--- src/rtl/imm_gen_pipe.sv ---
// LEGv8 immediate generator with a small output FIFO.
// Optional IW (MOVZ/MOVK) decode enabled by macro IMM_GEN_MOVW_EN.
module imm_gen_pipe #(
   parameter int WIDTH   = 64,
   parameter int INSTR_W = 32,
   parameter int DEPTH   = 2
) (
   input  logic               clk,
   input  logic               rst,
   input  logic               flush,
   input  logic               in_valid,
   output logic               in_ready,
   input  logic [INSTR_W-1:0] instruction,
   output logic               out_valid,
   input  logic               out_ready,
   output logic [WIDTH-1:0]   out_imm,
   output logic [2:0]         out_fmt
);

   typedef enum logic [2:0] {
      FMT_R   = 3'd0,
      FMT_I   = 3'd1,
      FMT_D   = 3'd2,
      FMT_B   = 3'd3,
      FMT_CB  = 3'd4,
      FMT_IW  = 3'd5,
      FMT_UNK = 3'd7
   } fmt_e;

   localparam int EW = WIDTH + 3;

   logic [10:0] op;
   logic        is_d, is_cb, is_b;
   logic        is_i, is_iw, is_r;
   logic [WIDTH-1:0] dec_imm;
   fmt_e             dec_fmt;

   assign op = instruction[31:21];

   assign is_d  = (op == 11'b11111000010) ||
                  (op == 11'b11111000000);
   assign is_cb = (instruction[31:24] == 8'b10110100) ||
                  (instruction[31:24] == 8'b10110101);
   assign is_b  = (instruction[31:26] == 6'b000101) ||
                  (instruction[31:26] == 6'b100101);
   assign is_i  = (instruction[31:22] == 10'b1001000100) ||
                  (instruction[31:22] == 10'b1101000100) ||
                  (instruction[31:22] == 10'b1001001000) ||
                  (instruction[31:22] == 10'b1011001000);
   assign is_iw = (instruction[31:23] == 9'b110100101) ||
                  (instruction[31:23] == 9'b111100101);
   assign is_r  = (op == 11'b10001011000) ||
                  (op == 11'b11001011000) ||
                  (op == 11'b10001010000) ||
                  (op == 11'b10101010000) ||
                  (op == 11'b11010011011) ||
                  (op == 11'b11010011010) ||
                  (op == 11'b11010110000);

`ifdef IMM_GEN_MOVW_EN
   logic [63:0] mov_wide;
   // halfword placed at 16*hw; bits above WIDTH fall off
   assign mov_wide = 64'(instruction[20:5]) <<
                     {instruction[22:21], 4'b0000};
`endif

   // format classification and immediate extraction
   always_comb begin
      dec_imm = '0;
      dec_fmt = FMT_UNK;
      unique case (1'b1)
         is_d: begin
            dec_fmt = FMT_D;
            dec_imm = {{(WIDTH-9){instruction[20]}},
                       instruction[20:12]};
         end
         is_cb: begin
            dec_fmt = FMT_CB;
            dec_imm = {{(WIDTH-19){instruction[23]}},
                       instruction[23:5]};
         end
         is_b: begin
            dec_fmt = FMT_B;
            dec_imm = {{(WIDTH-26){instruction[25]}},
                       instruction[25:0]};
         end
         is_i: begin
            dec_fmt = FMT_I;
            dec_imm = {{(WIDTH-12){1'b0}},
                       instruction[21:10]};
         end
         is_iw: begin
`ifdef IMM_GEN_MOVW_EN
            dec_fmt = FMT_IW;
            dec_imm = mov_wide[WIDTH-1:0];
`else
            dec_fmt = FMT_UNK;
`endif
         end
         is_r: begin
            dec_fmt = FMT_R;
         end
         default: begin
            dec_fmt = FMT_UNK;
         end
      endcase
   end

   logic [1:0]    count_q, count_d;
   logic          wptr_q, wptr_d;
   logic          rptr_q, rptr_d;
   logic [EW-1:0] last_q, last_d;
   logic [EW-1:0] mem_q [2];
   logic [EW-1:0] head;
   logic          push, pop;

   function automatic logic nxt(input logic p);
      return (DEPTH == 1) ? 1'b0 : ~p;
   endfunction

   assign head      = mem_q[rptr_q];
   assign out_valid = (count_q != 2'd0);
   assign in_ready  = ((count_q < 2'(DEPTH)) || out_ready) && !flush;
   assign push      = in_valid && in_ready;
   assign pop       = out_valid && out_ready && !flush;

   // empty buffer shows the last entry that left
   assign out_imm = out_valid ? head[EW-1:3] : last_q[EW-1:3];
   assign out_fmt = out_valid ? head[2:0]    : last_q[2:0];

   // occupancy and pointer next-state; flush wins
   always_comb begin
      count_d = count_q;
      wptr_d  = wptr_q;
      rptr_d  = rptr_q;
      last_d  = last_q;
      if (flush) begin
         count_d = 2'd0;
         wptr_d  = 1'b0;
         rptr_d  = 1'b0;
      end else begin
         if (push) wptr_d = nxt(wptr_q);
         if (pop) begin
            rptr_d = nxt(rptr_q);
            last_d = head;
         end
         count_d = count_q + 2'(push) - 2'(pop);
      end
   end

   // control state with async reset
   always_ff @(posedge clk or posedge rst) begin
      if (rst) begin
         count_q <= 2'd0;
         wptr_q  <= 1'b0;
         rptr_q  <= 1'b0;
         last_q  <= '0;
      end else begin
         count_q <= count_d;
         wptr_q  <= wptr_d;
         rptr_q  <= rptr_d;
         last_q  <= last_d;
      end
   end

   // entry storage, validity tracked by count
   always_ff @(posedge clk) begin
      if (push) mem_q[wptr_q] <= {dec_imm, dec_fmt};
   end

endmodule

--- config.mk ---
export PLATFORM = sky130hd
export DESIGN_NAME = imm_gen_pipe
export DESIGN_NICKNAME = d
export VERILOG_FILES = /design/src/rtl/imm_gen_pipe.sv
export SDC_FILE = /design/constraint.sdc
export NUM_CORES = 1
export LEC_CHECK = 0
export ABC_AREA = 1
export CAP_MARGIN = 40
export CORE_ASPECT_RATIO = 0.8
export CORE_MARGIN = 10
export CORE_UTILIZATION = 50
export CTS_BUF_LIST = sky130_fd_sc_hd__clkbuf_8
export DETAILED_ROUTE_END_ITERATION = 10
export DONT_BUFFER_PORTS = 1
export PLACE_DENSITY = 0.73
export SETUP_SLACK_MARGIN = 0.5
export SLEW_MARGIN = 25
export SYNTH_ARGS = -nofsm -noshare
export SYNTH_HDL_FRONTEND = slang
export SYNTH_SLANG_ARGS = --single-unit
--- constraint.sdc ---
create_clock -name clk -period 5.7 [get_ports clk]
set_clock_uncertainty 0.1 [all_clocks]
set_input_delay 1.14 -clock clk [delete_from_list [all_inputs] [get_ports clk]]
set_output_delay 1.14 -clock clk [all_outputs]
set_load 0.03 [all_outputs]
==> results of run 1 <==
through the flow:
stage | utilization (%) | hold WS (ps) | instances | cell area (µm²) | worst slack, ps
finish | 54.54 | 438.5 | 670 | 5014 | 1745
global route | 54.54 | 458.6 | 670 | 5014 | 1583
CTS | 54.54 | 443.3 | 670 | 5014 | 1753
detailed placement | 52.29 | 422.4 | 654 | 4807 | 2141
global placement | 50.31 | 415.8 | 624 | 4624 | 1834
floorplan | - | 382.8 | 561 | 4792 | 1412
Yosys cell counts (4+ instances only):
master	n
dfrtp_1	33
buf_6	4
inv_1	66
nand2_1	191
o221ai_1	4
o21ai_0	76
nand3_1	8
nor2_1	30
clkbuf_1	10
buf_2	6
inv_2	4
buf_4	39
o22ai_1	6
edfxtp_1	58
cell type report:
class                           instances  share of cell area [%]
Multi-Input combinational cell        340                   31.25
Clock buffer                            9                   2.471
Clock inverter                          7                   1.647
Tap cell                              115                   2.870
Inverter                               71                   5.366
Timing Repair Buffer                   37                   5.191
Sequential cell                        91                   51.21
kinds of logic (layout without fill, tap and decap cells):
logic type / count (synthesis) / count (layout) / share of synthesized area, %
AO/OA/AOI/OAI: 93 / 93 / 10.70
XOR/XNOR: 2 / 2 / 0.3656
adder cells (fa/ha/maj): 2 / 2 / 0.5221
buffers and inverters: 130 / 124 / 14.07
flip-flops: 91 / 91 / 53.58
AND/OR/NAND/NOR: 243 / 243 / 20.76
cell usage in the layout (no fill, tap or decap), types with 2 or more instances in the layout:
cell / count
a21oi_1: 2
buf_12: 2
buf_2: 28
buf_4: 5
clkbuf_8: 9
clkinv_4: 2
dfrtp_1: 33
edfxtp_1: 58
ha_1: 2
inv_1: 65
inv_2: 5
inv_6: 4
nand2_1: 191
nand2_4: 2
nand3_1: 8
nand3_2: 2
nor2_1: 28
nor2_2: 4
nor2_4: 2
nor3_1: 2
o21ai_0: 75
o21ai_2: 2
o221ai_1: 4
o22ai_1: 6
worst min-delay path by stage:
stage	from	endpoint	slack, ps
global route	last_q[2]	last_q[2]	460
CTS	last_q[19]	last_q[19]	440
detailed placement	last_q[20]	last_q[20]	420
finish	last_q[19]	last_q[19]	440
global placement	last_q[12]	last_q[12]	420
floorplan	wptr_q	wptr_q	380
power breakdown:
group	switching [mW]	internal, mW	leakage (nW)
combinational	0.883	0.219	1.19
clock	0.246	0.211	0.105
sequential	0.0379	0.823	0.974
worst register-to-register path: stages, from the launching register on:
cell and delay [ps]:
dfrtp_1 410, a21oi_1 590, nand2_1 300, ha_1 360
inv_1 40, ha_1 180, xor2_1 170, nor2_1 60
per-layer routing:
metal  share of wire (%)  vias to the layer above
met1                  43                     1654
met4                 1.3                        0
met5                   0                        -
met3                  11                       12
met2                  44                      156
li1                    -                     1735
registers in the layout, indices dropped and copies added, names as in the netlist:
register and cells:
last_q 29, rptr_q 1, wptr_q 1, count_q 2, mem_q 58
==> impl_results.md, run 1 <==
* Seq/Total Area, Yosys at between 50% and 60%
* Die area at 13,920 µm²
* Number of fill cells in the layout at 810
* DR vias at approximately 3,600
* Critical Path Stages at 6
* Slowest cell on the critical path: buf_12
* Flop-to-flop setup slack at ~3400 ps
* First drt pass iteration count at 7
* First-pass GRT wire length at 16,990 µm
* Crit path from: count_q[1]
* GR Overflow Total at 0
* CTS tree: yes
* P_leak at around 2.3 nW
* H-tree depth at 3
* Final setup fails at 0
* Largest cells by area after synthesis: edfxtp_1 (36%), dfrtp_1 (17%), nand2_1 (15%)
* GRT Util Overall at between 10% and 20%
* Largest net degree at the start of global routing at 44
* DR WL/cell at ~16 µm
* Avg Inst Size Synth at ~8.5 µm²
* Reg-to-Reg End: count_q[1]
* DR iter-0 viols at around 370
* Met3 Usage GRT at 5.662%
* Met2 Usage GRT at between 20 and 25%
* Die W at between 100 and 150 µm
* YS warnings at 0
* Hold path cells at 2
* Share of post-route cells with drive strength above 1 at a little over an eighth
* Vias in the first global route at roughly 3,400
* Postcts setup bufs at 0
* Worst Path Buf+Inv at 3
* CP max stage delay at slightly above 800 ps
* Initial antenna violation count at 0
* Number of diodes at 0
* Cell mode on critical path: buf_12
* Die Y-Extent at about 110 µm
* Synth top area share at about 36%
* Global placer's final weighted congestion at just under 0.9
* Unrepaired setup endpoints after global routing: no
* Final Hold Viols at 0
* Layout overhead on the synthesized area at 4.621%
* Hold crit path type: reg -> reg
* Peak VDD IR at between 500 and 600 µV
* Port Buf Inserts at 0
* Post-synth top flop: edfxtp_1
* Drt total wl at around 10,000 µm
* Max Cap Viol at 0
* Crit path max-delay family: buffers and inverters
* Sinks on Clock Net at between 90 and 100
* Leading area contributor after synthesis: edfxtp_1
* Busiest grt layer: met2
* Nets at 589
* Post-DP HPWL at between 7000 and 8000 µm
* Met1 Usage GRT at between 20% and 30%
* CP endpoint: out_imm[49]
* Top-level port count at between 100 and 150
* Max Freq at 252.8 MHz
* Number of remaining DRC errors at 0
* Clock Latency Late Sink at roughly 360 ps
* Register area at around 2600 µm²
* Max transition margin at 52.75%
* Initial Util at about 52%
* Hold_buf cts at 0
* Clock Tree Buf Depth at 2
* Syn Inst Count at 561
* Routed vias/inst at 5.309
* Site Rows at 31
* Tcrit/Tclk final at 69.39%
* CTS buffer count at 9
* Routed Antenna Nets at 0
* Setup_tns at 0 ps
* Worst r2r src: count_q[1]
* Crit start category: register
* Critical path endpoint category: primary output
* Synthesized area at 4792 µm²
* Multi-input gate area at about 1600 µm²
* Fin crit period at roughly 4000 ps
* EDFF count, synth at 58
* CP Class: reg -> out
* Async set-or-reset flop fraction in the synthesized netlist at 36.26%
* Slew Limit Fails at 0
* PwrDens at 482.8 nW/µm²
* Crit-path cells: nor2_1, inv_2, nand2_1, o21ai_4, buf_12, buf_12
* Crit path max fanout at 33
* Power consumption at about 2.4 mW
* Resized Gates After CTS at 0
* Core footprint at ~9200 µm²
* Worst Tran Pin Value at just over 700 ps
* Clock-pin slew of the registers on the worst-case setup and hold paths at around 100 ps
* Crit path DAT at between 2000 and 3000 ps
* Post-synthesis cell type count at 32
* R2R depth at 7
* CTS Root Cell: clkbuf_8
* Status: completed
* Critical path required time at between 4000 and 5000 ps
* Post-Synthesis Net Count at 600
* Synth Register Bits at 91
Power figures use the tool's default switching activity.
==> run 2: changes to the inputs <==
--- a/config.mk
+++ b/config.mk
@@ -5,7 +5,7 @@
 export SDC_FILE = /design/constraint.sdc
 export NUM_CORES = 1
 export LEC_CHECK = 0
-export ABC_AREA = 1
+export ABC_AREA = 0
 export CAP_MARGIN = 40
 export CORE_ASPECT_RATIO = 0.8
 export CORE_MARGIN = 10
@@ -13,7 +13,7 @@
 export CTS_BUF_LIST = sky130_fd_sc_hd__clkbuf_8
 export DETAILED_ROUTE_END_ITERATION = 10
 export DONT_BUFFER_PORTS = 1
-export PLACE_DENSITY = 0.73
+export PLACE_DENSITY = 0.76
 export SETUP_SLACK_MARGIN = 0.5
 export SLEW_MARGIN = 25
 export SYNTH_ARGS = -nofsm -noshare
==> constraint.sdc (replaced) <==
create_clock -name clk -period 3.5 [get_ports clk]
set_clock_uncertainty 0.1 [all_clocks]
set_input_delay 0.7 -clock clk [delete_from_list [all_inputs] [get_ports clk]]
set_output_delay 0.7 -clock clk [all_outputs]
set_load 0.03 [all_outputs]
==> run 2 against run 1 <==
First-iteration DRC count fell by 26%. Power is 77% higher. Routed wire length is 10% lower. Synthesized cell count down 26%. Core utilization increased by 1.7 points. Combinational power is 90% higher. Final area shrank 3.2%. Hold slack lost 190 ps. Via count shrank 19%. Largest cell class unchanged.
==> impl_results.md, run 2 <==
* Power consumption at 4.290 mW (+77%)
* Crit path DAT at 2060 ps (-660 ps)
* Async set-or-reset flop fraction in the synthesized netlist at 36.26% (unchanged)
* Status: completed
* Clock-pin slew of the registers on the worst-case setup and hold paths at 80 ps (-20 ps)
* CP endpoint: out_imm[26]
* Critical path endpoint category: primary output
* Final setup fails at 0 (unchanged)
* Leading area contributor after synthesis: edfxtp_1
* P_leak at 1.881 nW (-17%)
* Max FFs per register at 58 (unchanged)
* Number of diodes at 0 (unchanged)
* Avg Inst Size Synth at 10.95 µm² (+28%)
* Core footprint at 8633 µm² (-6.1%)
* Setup_tns at 0 ps (unchanged)
* Tcrit/Tclk final at ~80%
* Post-synthesis cell type count at 36 (+13%)
* Critical path required time at 2700 ps (-1760 ps)
* Global placer's final weighted congestion at 0.8354 (-3.5%)
* Synth top area share at 38.53% (+2.2 points)
* Routed Antenna Nets at 0 (unchanged)
* Hold_buf cts at 0 (unchanged)
* CTS Root Cell: clkbuf_8
* Die W at 126.3 µm (-2.4%)
* GRT Util Overall at 13.93% (-1.4 points)
* Worst r2r src: count_q[1]
* DR iter-0 viols at 273 (-26%)
* Layout overhead on the synthesized area at 7.335%
* Synth Register Bits at 91 (unchanged)
* First drt pass iteration count at 5 (-2)
* Fin Hold WS at 250.2 ps (-188.3 ps)
* Post-DP HPWL at 6789 µm (-11%)
* EDFF count, synth at 58 (unchanged)
* Site Rows at 30 (-3.2%)
* Register with the most flip-flops: mem_q
* Peak VDD IR at 692.3 µV (+35%)
* Most frequent cell after synthesis: nor2_1
* Port Buf Inserts at 0 (unchanged)
* Post-synth top flop: edfxtp_1
* Max Cap Viol at 0 (unchanged)
* Final Hold Viols at 0 (unchanged)
* Clock Latency Late Sink at 340 ps (-20 ps)
* DR vias at 2,895 (-19%)
* CTS tree: yes
* Reg-to-Reg End: count_q[1]
* Share of post-route cells with drive strength above 1 at 15.23% (+1.5 points)
* Seq/Total Area, Yosys at 56.79% (+3.2 points)
* Crit start category: register
* Max Freq at 349.8 MHz
* Flop-to-flop setup slack at 1490 ps (-1910 ps)
* Worst Tran Pin Value at 750.2 ps (+41.53 ps)
* Die area at 13,270 µm² (-4.7%)
* Vias in the first global route at 2,851 (-16%)
* GR Overflow Total at 0 (unchanged)
* Sinks on Clock Net at 91 (unchanged)
* DR WL/cell at 18.05 µm (+16%)
* Syn Inst Count at 413 (-26%)
* Initial Util at 52.36% (+0.23 points)
* R2R depth at 8 (+1)
* Unrepaired setup endpoints after global routing: no
* Number of fill cells in the layout at 733 (-9.5%)
* Routed vias/inst at 5.578 (+5.1%)
* YS warnings at 0 (unchanged)
* CTS buffer count at 9 (unchanged)
* Crit path from: count_q[1]
* Top-level port count at 106 (unchanged)
* Fin crit period at approximately 2900 ps
* H-tree depth at 3 (unchanged)
* Die Y-Extent at 105.0 µm (-2.3%)
* Clock Tree Buf Depth at 2 (unchanged)
* Setup ws final at 641.6 ps (-1103 ps)
* Nets at 441 (-25%)
* Drt total wl at 9367 µm (-10%)
* Slew Limit Fails at 0 (unchanged)
* Post-Synthesis Net Count at 452 (-25%)
* Synthesized area at 4521 µm² (-5.7%)
* Largest regs: mem_q (58), last_q (29), count_q (2)
* Top cells by count, synth: nor2_1 (76), a21oi_1 (71), edfxtp_1 (58)
* Number of remaining DRC errors at 0 (unchanged)
* PwrDens at 884.2 nW/µm² (+83%)
* Max transition margin at 50.26% (-2.5 points)
* Pre-CTS setup slack at 820.5 ps (-1321 ps)
* Hold crit path type: in -> async
* CP Class: reg -> out
* Initial antenna violation count at 0 (unchanged)
* Most frequent cells in the layout: nor2_1 (74), a21oi_1 (70), edfxtp_1 (58), buf_4 (38), dfrtp_1 (33)
* First-pass GRT wire length at 15,120 µm (-11%)
* Crit path max fanout at 25 (-24%)
* Largest net degree at the start of global routing at 59 (+34%)
* Largest cells by area after synthesis: edfxtp_1 (39%), dfrtp_1 (18%), a21oi_1 (7.9%)
* Most common cell after layout, fill and taps aside: nor2_1
==> run 2: cell count changes in the layout (fill, tap and decap cells not counted), sizes merged, moves of 6 or more <==
cell / previous run / this run
o22ai: 7 / 0
nor2: 34 / 76
a221o: 0 / 12
a21oi: 2 / 71
o21ai: 79 / 7
mux2i: 0 / 31
a21o: 0 / 6
inv: 75 / 6
nand3: 11 / 1
nor2b: 0 / 14
nand2: 194 / 6
==> run 2: cell type report <==
| type | instances | area (µm²) | share of cell area [%] |
|---|---|---|---|
| clock buffer | 9 | 123.9 | 2.553 |
| multi-input combinational | 254 | 1551 | 31.98 |
| clock inverter | 7 | 92.59 | 1.908 |
| sequential | 91 | 2567 | 52.91 |
| timing repair buffer | 42 | 361.6 | 7.452 |
| tap | 112 | 140.1 | 2.888 |
| inverter | 4 | 15.01 | 0.3094 |
==> run 2: timing repair <==
action                                  4_1_cts  5_1_grt
buffers inserted                              1        0
endpoints found under the setup margin       25       25
gates resized for setup                       1        2
==> run 2: worst min-delay path by stage <==
stage / slack [ps] / from / depth (start not counted) / endpoint
detailed placement: 420 / last_q[13] / 2 / last_q[13]
CTS: 250 / rst / 2 / last_q[8]
global route: 280 / rst / 2 / last_q[2]
global placement: 390 / wptr_q / 1 / wptr_q
floorplan: 380 / wptr_q / 1 / wptr_q
finish: 250 / rst / 2 / last_q[11]
==> run 2: cells by family (layout without fill, tap and decap cells) <==
| kind of cell | Yosys count | count (layout) | synth area share, % |
|---|---|---|---|
| AO/OA/AOI/OAI | 103 | 103 | 13.67 |
| XOR/XNOR | 3 | 3 | 0.5813 |
| adder cells (fa/ha/maj) | 2 | 2 | 0.5535 |
| buffers and inverters | 68 | 62 | 9.355 |
| flip-flops | 91 | 91 | 56.79 |
| multiplexers | 31 | 31 | 6.864 |
| AND/OR/NAND/NOR | 115 | 115 | 12.18 |
==> run 2: metal layers <==
metal | wire length (µm) | up-vias | global-route usage, %
met4 | 79 | 0 | 4.383
met5 | 0 | - | 0
met2 | 4256 | 110 | 20.34
met3 | 912 | 4 | 5.606
li1 | - | 1414 | -
met1 | 4120 | 1367 | 18.44
==> run 2: per-stage QoR <==
stage	util, %	area [µm²]	std cells
2_1_floorplan	-	4534	413
3_3_place_gp	53.51	4619	502
3_5_place_dp	53.51	4619	502
4_1_cts	56.19	4851	519
5_1_grt	56.20	4852	519
6_report	56.20	4852	519
==> run 2: critical path: stages, from the launching register on <==
cell and delay, ps:
dfrtp_1 410, or2_2 190, buf_6 210, nor2_1 90
a21oi_4 150, clkbuf_16 640
==> run 2: power breakdown <==
group          leakage (nW)  switching, mW  internal, mW
logic                 0.873           1.51         0.585
registers             0.900          0.102          1.35
clock network         0.107          0.347         0.401
total                  1.88           1.96          2.34
